## config.mk

```make
export PLATFORM = sky130hd
export DESIGN_NAME = calc_cmd_seq_flat
export DESIGN_NICKNAME = d
export VERILOG_FILES = /design/src/rtl/calc_pkg.sv /design/src/rtl/calc_cmd_seq_if.sv /design/src/rtl/calc_tx_fmt.sv /design/src/rtl/calc_cmd_seq.sv /design/src/flat_wrapper.sv
export SDC_FILE = /design/constraint.sdc
export NUM_CORES = 1
export LEC_CHECK = 0
export ABC_CLOCK_PERIOD_IN_PS = 2700
export BUFFER_PORTS_ARGS = -buffer_cell sky130_fd_sc_hd__buf_2
export CORE_MARGIN = 2
export CORE_UTILIZATION = 50
export CTS_BUF_LIST = sky130_fd_sc_hd__clkbuf_4 sky130_fd_sc_hd__clkbuf_8
export DETAILED_ROUTE_END_ITERATION = 6
export PLACE_DENSITY_LB_ADDON = 0.25
export RECOVER_POWER = 100
export SYNTH_ARGS = -nofsm -noshare
export SYNTH_HDL_FRONTEND = slang
export SYNTH_SLANG_ARGS = --single-unit
```

## constraint.sdc

```tcl
create_clock -name clk -period 2.7 [get_ports clk]
set_input_delay 0.27 -clock clk [delete_from_list [all_inputs] [get_ports clk]]
set_output_delay 0.27 -clock clk [all_outputs]
set_load 0.02 [all_outputs]
```

## src/rtl/calc_pkg.sv

```systemverilog
// Shared types and ASCII constants for the calculator command sequencer.
package calc_pkg;
    typedef enum logic [3:0] {
        S_IDLE, S_SP1, S_MODE, S_SP2, S_OPA, S_OPR, S_OPB, S_EQ, S_EXEC, S_TX, S_ERR
    } state_t;

    localparam logic [1:0] OP_ADD = 2'd0;
    localparam logic [1:0] OP_SUB = 2'd1;
    localparam logic [1:0] OP_MUL = 2'd2;
    localparam logic [1:0] OP_DIV = 2'd3;

    localparam logic [7:0] CH_I     = 8'h49;
    localparam logic [7:0] CH_U     = 8'h55;
    localparam logic [7:0] CH_S     = 8'h53;
    localparam logic [7:0] CH_SP    = 8'h20;
    localparam logic [7:0] CH_EQ    = 8'h3D;
    localparam logic [7:0] CH_PLUS  = 8'h2B;
    localparam logic [7:0] CH_MINUS = 8'h2D;
    localparam logic [7:0] CH_STAR  = 8'h2A;
    localparam logic [7:0] CH_SLASH = 8'h2F;
    localparam logic [7:0] CH_CR    = 8'h0D;
    localparam logic [7:0] CH_E     = 8'h45;
    localparam logic [7:0] CH_0     = 8'h30;

    function automatic logic is_digit(input logic [7:0] b);
        return (b >= 8'h30) && (b <= 8'h39);
    endfunction

    function automatic logic is_op(input logic [7:0] b);
        return (b == CH_PLUS) || (b == CH_MINUS) || (b == CH_STAR) || (b == CH_SLASH);
    endfunction

    function automatic logic [1:0] op_of(input logic [7:0] b);
        case (b)
            CH_MINUS: return OP_SUB;
            CH_STAR:  return OP_MUL;
            CH_SLASH: return OP_DIV;
            default:  return OP_ADD;
        endcase
    endfunction
endpackage

```

## src/rtl/calc_cmd_seq_if.sv

```systemverilog
// UART-side byte stream: receive strobe in, transmit valid/ready out.
interface calc_cmd_seq_if;
    logic [7:0] rx_data;
    logic       rx_valid;
    logic [7:0] tx_data;
    logic       tx_valid;
    logic       tx_ready;
    logic       rx_drop;

    modport master (output rx_data, rx_valid, tx_ready, input tx_data, tx_valid, rx_drop);
    modport slave  (input rx_data, rx_valid, tx_ready, output tx_data, tx_valid, rx_drop);
endinterface

```

## src/rtl/calc_tx_fmt.sv

```systemverilog
// Serialises a latched sign/BCD result (or the error reply) as ASCII over valid/ready.
module calc_tx_fmt
    import calc_pkg::*;
(
    input  logic        clk,
    input  logic        rst,
    input  logic        start,
    input  logic        err,
    input  logic        sign_en,
    input  logic        neg,
    input  logic [19:0] res,
    input  logic        tx_ready,
    output logic [7:0]  tx_data,
    output logic        tx_valid,
    output logic        done
);
    // idx: 0 sign, 1..5 digits MSD first, 6 CR, 7 'E' (which is followed by CR)
    logic [2:0] idx;
    logic [2:0] first_idx;
    logic [2:0] next_idx;

    function automatic logic [7:0] char_at(input logic [2:0] i);
        case (i)
            3'd0:    return neg ? CH_MINUS : CH_PLUS;
            3'd1:    return CH_0 | {4'h0, res[19:16]};
            3'd2:    return CH_0 | {4'h0, res[15:12]};
            3'd3:    return CH_0 | {4'h0, res[11:8]};
            3'd4:    return CH_0 | {4'h0, res[7:4]};
            3'd5:    return CH_0 | {4'h0, res[3:0]};
            3'd6:    return CH_CR;
            default: return CH_E;
        endcase
    endfunction

    assign first_idx = err ? 3'd7 : (sign_en ? 3'd0 : 3'd1);
    assign next_idx  = (idx == 3'd7) ? 3'd6 : idx + 3'd1;
    assign done      = tx_valid && tx_ready && (idx == 3'd6);

    always_ff @(posedge clk) begin
        if (rst) begin
            tx_valid <= 1'b0;
            tx_data  <= 8'h00;
            idx      <= 3'd0;
        end else if (start) begin
            tx_valid <= 1'b1;
            idx      <= first_idx;
            tx_data  <= char_at(first_idx);
        end else if (tx_valid && tx_ready) begin
            if (idx == 3'd6) begin
                tx_valid <= 1'b0;
            end else begin
                idx     <= next_idx;
                tx_data <= char_at(next_idx);
            end
        end
    end
endmodule

```

## src/rtl/calc_cmd_seq.sv

```systemverilog
// Parses "I <U|S> aaaa<op>bbbb=" commands, launches the ALU and returns the result as ASCII.
module calc_cmd_seq
    import calc_pkg::*;
#(
    parameter int NUM_DIGITS = 4
) (
    input  logic                    clk,
    input  logic                    rst,
    calc_cmd_seq_if.slave           uart,
    output logic [4*NUM_DIGITS-1:0] opa_bcd,
    output logic [4*NUM_DIGITS-1:0] opb_bcd,
    output logic [1:0]              op_code,
    output logic                    signed_mode,
    output logic                    alu_start,
    input  logic                    alu_done,
    input  logic [19:0]             alu_res_bcd,
    input  logic                    alu_neg
);
    localparam int CW = (NUM_DIGITS > 1) ? $clog2(NUM_DIGITS) : 1;
    localparam logic [CW-1:0] LAST = CW'(NUM_DIGITS - 1);

    state_t      state;
    logic [CW-1:0] cnt;
    logic [19:0] res_q;
    logic        neg_q;
    logic        fmt_start;
    logic        fmt_done;
    logic [7:0]  fmt_data;
    logic        fmt_valid;
    logic        rxv;
    logic [7:0]  rxd;

    assign rxv = uart.rx_valid;
    assign rxd = uart.rx_data;
    assign uart.tx_data  = fmt_data;
    assign uart.tx_valid = fmt_valid;
    assign uart.rx_drop  = rxv && (state == S_EXEC || state == S_TX || state == S_ERR);

    always_ff @(posedge clk) begin
        if (rst) begin
            state       <= S_IDLE;
            cnt         <= '0;
            opa_bcd     <= '0;
            opb_bcd     <= '0;
            op_code     <= OP_ADD;
            signed_mode <= 1'b0;
            res_q       <= '0;
            neg_q       <= 1'b0;
            alu_start   <= 1'b0;
            fmt_start   <= 1'b0;
        end else begin
            alu_start <= 1'b0;
            fmt_start <= 1'b0;
            case (state)
                S_IDLE: if (rxv && rxd == CH_I) begin
                    state <= S_SP1;
                    cnt   <= '0;
                end
                S_SP1: if (rxv) begin
                    state <= (rxd == CH_SP) ? S_MODE : S_ERR;
                    fmt_start <= (rxd != CH_SP);
                end
                S_MODE: if (rxv) begin
                    if (rxd == CH_U || rxd == CH_S) begin
                        signed_mode <= (rxd == CH_S);
                        state       <= S_SP2;
                    end else begin
                        state     <= S_ERR;
                        fmt_start <= 1'b1;
                    end
                end
                S_SP2: if (rxv) begin
                    state <= (rxd == CH_SP) ? S_OPA : S_ERR;
                    fmt_start <= (rxd != CH_SP);
                end
                S_OPA, S_OPB: if (rxv) begin
                    if (is_digit(rxd)) begin
                        if (state == S_OPA) opa_bcd <= {opa_bcd[4*NUM_DIGITS-5:0], rxd[3:0]};
                        else                opb_bcd <= {opb_bcd[4*NUM_DIGITS-5:0], rxd[3:0]};
                        if (cnt == LAST) begin
                            cnt   <= '0;
                            state <= (state == S_OPA) ? S_OPR : S_EQ;
                        end else begin
                            cnt <= cnt + 1'b1;
                        end
                    end else begin
                        state     <= S_ERR;
                        fmt_start <= 1'b1;
                    end
                end
                S_OPR: if (rxv) begin
                    if (is_op(rxd)) begin
                        op_code <= op_of(rxd);
                        state   <= S_OPB;
                    end else begin
                        state     <= S_ERR;
                        fmt_start <= 1'b1;
                    end
                end
                S_EQ: if (rxv) begin
                    if (rxd == CH_EQ) begin
                        state     <= S_EXEC;
                        alu_start <= 1'b1;
                    end else begin
                        state     <= S_ERR;
                        fmt_start <= 1'b1;
                    end
                end
                S_EXEC: if (alu_done) begin
                    res_q     <= alu_res_bcd;
                    neg_q     <= alu_neg;
                    state     <= S_TX;
                    fmt_start <= 1'b1;
                end
                S_TX, S_ERR: if (fmt_done) state <= S_IDLE;
                default: state <= S_IDLE;
            endcase
        end
    end

    calc_tx_fmt u_fmt (
        .clk      (clk),
        .rst      (rst),
        .start    (fmt_start),
        .err      (state == S_ERR),
        .sign_en  (signed_mode),
        .neg      (neg_q),
        .res      (res_q),
        .tx_ready (uart.tx_ready),
        .tx_data  (fmt_data),
        .tx_valid (fmt_valid),
        .done     (fmt_done)
    );
endmodule

```

## src/flat_wrapper.sv

```systemverilog
// flat-port wrapper written by rule: the top's interface ports become plain ports
module calc_cmd_seq_flat import calc_pkg::*;
#(
    parameter int NUM_DIGITS = 4
)
  (clk, rst, opa_bcd, opb_bcd, op_code, signed_mode, alu_start, alu_done, alu_res_bcd, alu_neg, uart_rx_data, uart_rx_valid, uart_tx_ready, uart_tx_data, uart_tx_valid, uart_rx_drop);
  calc_cmd_seq_if uart_i ();
  input  logic clk;
  input  logic rst;
  output logic [4*NUM_DIGITS-1:0] opa_bcd;
  output logic [4*NUM_DIGITS-1:0] opb_bcd;
  output logic [1:0] op_code;
  output logic signed_mode;
  output logic alu_start;
  input  logic alu_done;
  input  logic [19:0] alu_res_bcd;
  input  logic alu_neg;
  input wire logic [$bits(uart_i.rx_data)-1:0] uart_rx_data;
  input wire logic [$bits(uart_i.rx_valid)-1:0] uart_rx_valid;
  input wire logic [$bits(uart_i.tx_ready)-1:0] uart_tx_ready;
  output wire logic [$bits(uart_i.tx_data)-1:0] uart_tx_data;
  output wire logic [$bits(uart_i.tx_valid)-1:0] uart_tx_valid;
  output wire logic [$bits(uart_i.rx_drop)-1:0] uart_rx_drop;
  assign uart_i.rx_data = uart_rx_data;
  assign uart_i.rx_valid = uart_rx_valid;
  assign uart_i.tx_ready = uart_tx_ready;
  assign uart_tx_data = uart_i.tx_data;
  assign uart_tx_valid = uart_i.tx_valid;
  assign uart_rx_drop = uart_i.rx_drop;
  calc_cmd_seq #(.NUM_DIGITS(NUM_DIGITS)) u_core (.clk(clk), .rst(rst), .uart(uart_i), .opa_bcd(opa_bcd), .opb_bcd(opb_bcd), .op_code(op_code), .signed_mode(signed_mode), .alu_start(alu_start), .alu_done(alu_done), .alu_res_bcd(alu_res_bcd), .alu_neg(alu_neg));
endmodule
```

==> summary.md <==
| Metric | Value |
|---|---|
| Status | `finished clean` |
| IO Pins | `80` |
| Fin. Hold Viols | `0` |
| Synthesized area | `3745 sq um` |
| Crit Path Class | `reg -> reg` |
| CTS sink count | `75` |
| Seq/Total Area, Yosys | `40.09%` |
| CP Launch Type | `flop` |
| Layout area overhead | `14.27%` |
| Sequential cell area | `roughly 1500 sq um` |
| Cell mode on critical path | `a2111oi_0` |
| Die area | `just over 8000 sq um` |
| Post-route DRC | `0` |
| Setup Skew | `between 8 and 9 ps` |
| Initial core utilization | `between 50% and 60%` |
| Routed length per instance | `14.86 um` |
| Post-synthesis compound-gate area fraction | `between 20% and 30%` |
| Hold Path Class | `in -> reg` |
| Post-synthesis xor/xnor area fraction | `around 1.2%` |
| Finished Core Util | `59.00%` |
| I/O Buffers | `around 80` |
| Initial antenna violation count | `0` |
| DPL Wire Length | `6868 um` |
| Total congestion overflow | `0` |
| Rows | `31` |
| Core box area | `~7300 sq um` |
| Layout cells sized above 1 | `approximately 14%` |
| Largest net degree at the start of global routing | `39` |
| FFs w/ async S/R, synth | `0%` |
| Pins Over Slew Limit | `0` |
| EDFF count, synth | `0` |
| N_diodes | `0` |
| Synth area leaders | `dfxtp_1, nand2_1, a21oi_1` |
| Die width | `slightly above 90 um` |
| Largest area contributor in the netlist | `dfxtp_1` |
| Mapped Cells | `482` |
| Synth warn | `0` |
| Worst slew pin tran | `between 700 and 800 ps` |
| Routability cong. | `approximately 0.9` |
| DRT antenna net count | `0` |
| Starting DRC count in detailed routing | `around 190` |
| Total GRT Usage | `a little under a quarter` |
| Mux share of post-synthesis cell area | `0.5680%` |
| CP max FO | `10` |
| MaxCap Viol Count | `0` |
| Total wire length | `approximately 9600 um` |
| Clk pin slew, worst setup/hold paths | `roughly 80 ps` |
| Cts repair resizes | `0` |
| Peak VDD IR | `approximately 0.44 mV` |
| Mapped Nets | `520` |
| TritonCTS Buffers | `9` |
| Count of state elements after synthesis | `between 70 and 80` |
| Power Dens Cells | `~800 nW/um^2` |
| Reg2Reg Setup Slack | `370 ps` |
| Postcts setup bufs | `0` |
| Largest stage delay, worst path | `around 530 ps` |
| Synth Flop Type | `dfxtp_1` |
| CTS tree | `built` |
| Critical path required time | `2900 ps` |
| Crit. End Element | `flop` |
| Crit-path leading delay family | `compound AO/OA/AOI/OAI gates` |
| CP Cell Sequence | `inv_1, ha_1, nand2_1, nand3_1, a22o_1, a2111oi_0, a2111oi_0` |
| Avg Inst Size Synth | `7.769 sq um` |
| Clk_lat worst skew | `around 350 ps` |
| Final-stage net count | `580` |
| 1st-pass router iterations | `5` |
| Final period utilization | `between 80 and 90%` |
| DR vias | `about 3600` |
| First-pass GRT wire length | `~16000 um` |
| Min Clock Period, post-route | `~2300 ps` |
| Area share of fa/ha/maj cells after synthesis | `under 10%` |
| Vias in the first global route | `3306` |
| CP max-delay cell | `dfxtp_1` |
| Yosys top cell area share | `40.09%` |
| Largest family of logic cells by synthesized area | `simple AND/OR/NAND/NOR gates` |
| Mean number of vias per cell | `roughly 5.6` |
| Setup_tns | `0 ps` |
| Synth Area in Simple Gates | `28.50%` |
| Hold Buf Count CTS | `0` |
| Slew HR | `between 40% and 50%` |
| Number of distinct library cells after synthesis | `between 60 and 70` |
| Finish-stage setup viols | `0` |
| Die extent in y | `approximately 91 um` |
| Fillcell total | `between 700 and 800` |
| CTS Buffer Depth | `2` |
| Clk root buf | `clkbuf_8` |
| RSZ-0062 raised after global routing | `no` |
| Lkg Pwr | `between 1 and 1.5 nW` |
| Fmax | `between 0.4 and 0.5 GHz` |
| CP Data Arrival Time | `around 2500 ps` |
| Multi-input logic area | `1996 sq um` |
| Crit path buf inv count | `1` |
| Count leader, synth | `nand2_1` |
| H-tree depth | `3` |
| Most frequent cells after synthesis | `nand2_1, dfxtp_1, a21oi_1` |
## cell usage in the layout (no fill, tap or decap), types with 3 or more instances in the layout
cell type / count
a32o_1: 3
buf_4: 9
a2111oi_0: 5
a21o_1: 3
nor2b_1: 10
o31ai_1: 3
inv_1: 7
nand4_1: 6
clkbuf_8: 9
a21oi_1: 65
nor2_1: 20
buf_2: 33
dfxtp_1: 75
ha_1: 4
a211o_1: 3
o21ai_0: 17
nand3_1: 7
or2_2: 3
a21boi_0: 3
nor3_1: 8
nand2_1: 127
clkbuf_1: 46
a31oi_1: 5
a211oi_1: 7
nor4_1: 5
xor2_1: 3
## final timing paths
kind                             from                 endpoint  cells after the start
setup / recovery  u_core.u_fmt.idx[0]  u_core.u_fmt.tx_data[0]                      7
setup reg to reg  u_core.u_fmt.idx[0]  u_core.u_fmt.tx_data[0]                      7
hold reg to reg    u_core.opa_bcd[14]       u_core.opa_bcd[14]                      2
hold / removal        alu_res_bcd[16]         u_core.res_q[16]                      3
## worst reg2reg max path: cells and delay by family, from the launching register on
| kind | cells | cell delay [ps] |
|---|---|---|
| flip-flops | 1 | 530 |
| AND/OR/NAND/NOR | 2 | 370 |
| AO/OA/AOI/OAI | 3 | 800 |
| adder cells (fa/ha/maj) | 1 | 310 |
| buffers and inverters | 1 | 170 |
## kinds of logic after synthesis
| family | after synthesis |
|---|---|
| other | 1 |
| AO/OA/AOI/OAI | 132 |
| AND/OR/NAND/NOR | 216 |
| XOR/XNOR | 5 |
| multiplexers | 2 |
| buffers and inverters | 47 |
| flip-flops | 75 |
| adder cells (fa/ha/maj) | 4 |
## layout make-up
| class | count | area share [%] |
|---|---|---|
| flip-flops and latches | 75 | 35.09 |
| clock buffers | 9 | 2.895 |
| multi-input cells | 360 | 46.64 |
| clock inverters | 7 | 2.310 |
| well taps | 99 | 2.895 |
| inverters | 8 | 0.7018 |
| repair buffers | 88 | 9.474 |
## layer usage
| metal | vias up | global-route usage [%] | share of wire, % |
|---|---|---|---|
| li1 | 1801 | - | - |
| met1 | 1692 | 33.11 | 48 |
| met2 | 103 | 37.06 | 45 |
| met3 | 13 | 4.841 | 5.8 |
| met4 | 0 | 6.538 | 1.1 |
| met5 | - | 0 | 0 |
## stage by stage
stage          power (W)  setup slack, ps  area [sq um]  cells  hold slack [ps]
2_1_floorplan   0.002143            550.3          3745    482            406.0
6_report        0.003329            371.9          4279    646            153.6
4_1_cts         0.003356            440.2          4354    646            144.6
3_5_place_dp    0.002385            464.5          4131    630            443.0
3_3_place_gp    0.002380            436.6          4131    630            434.6
5_1_grt         0.003534            100.4          4279    646            143.1
## flip-flops by register name, summed over array words and instances (netlist names), 2 cells and up
name / count
u_core.op_code: 2
u_core.u_fmt.idx: 3
u_core.opa_bcd: 16
u_core.state: 4
u_core.opb_bcd: 16
u_core.u_fmt.tx_data: 7
u_core.res_q: 20
u_core.cnt: 2
## power breakdown
group / internal (W) / switching, W / leakage, nW
Clock: 0.000527 / 0.000449 / 0.110
Combinational: 0.000405 / 0.000607 / 0.746
Sequential: 0.00120 / 0.000136 / 0.605
Total: 0.00214 / 0.00119 / 1.46
(Power assumes the default switching activity.)
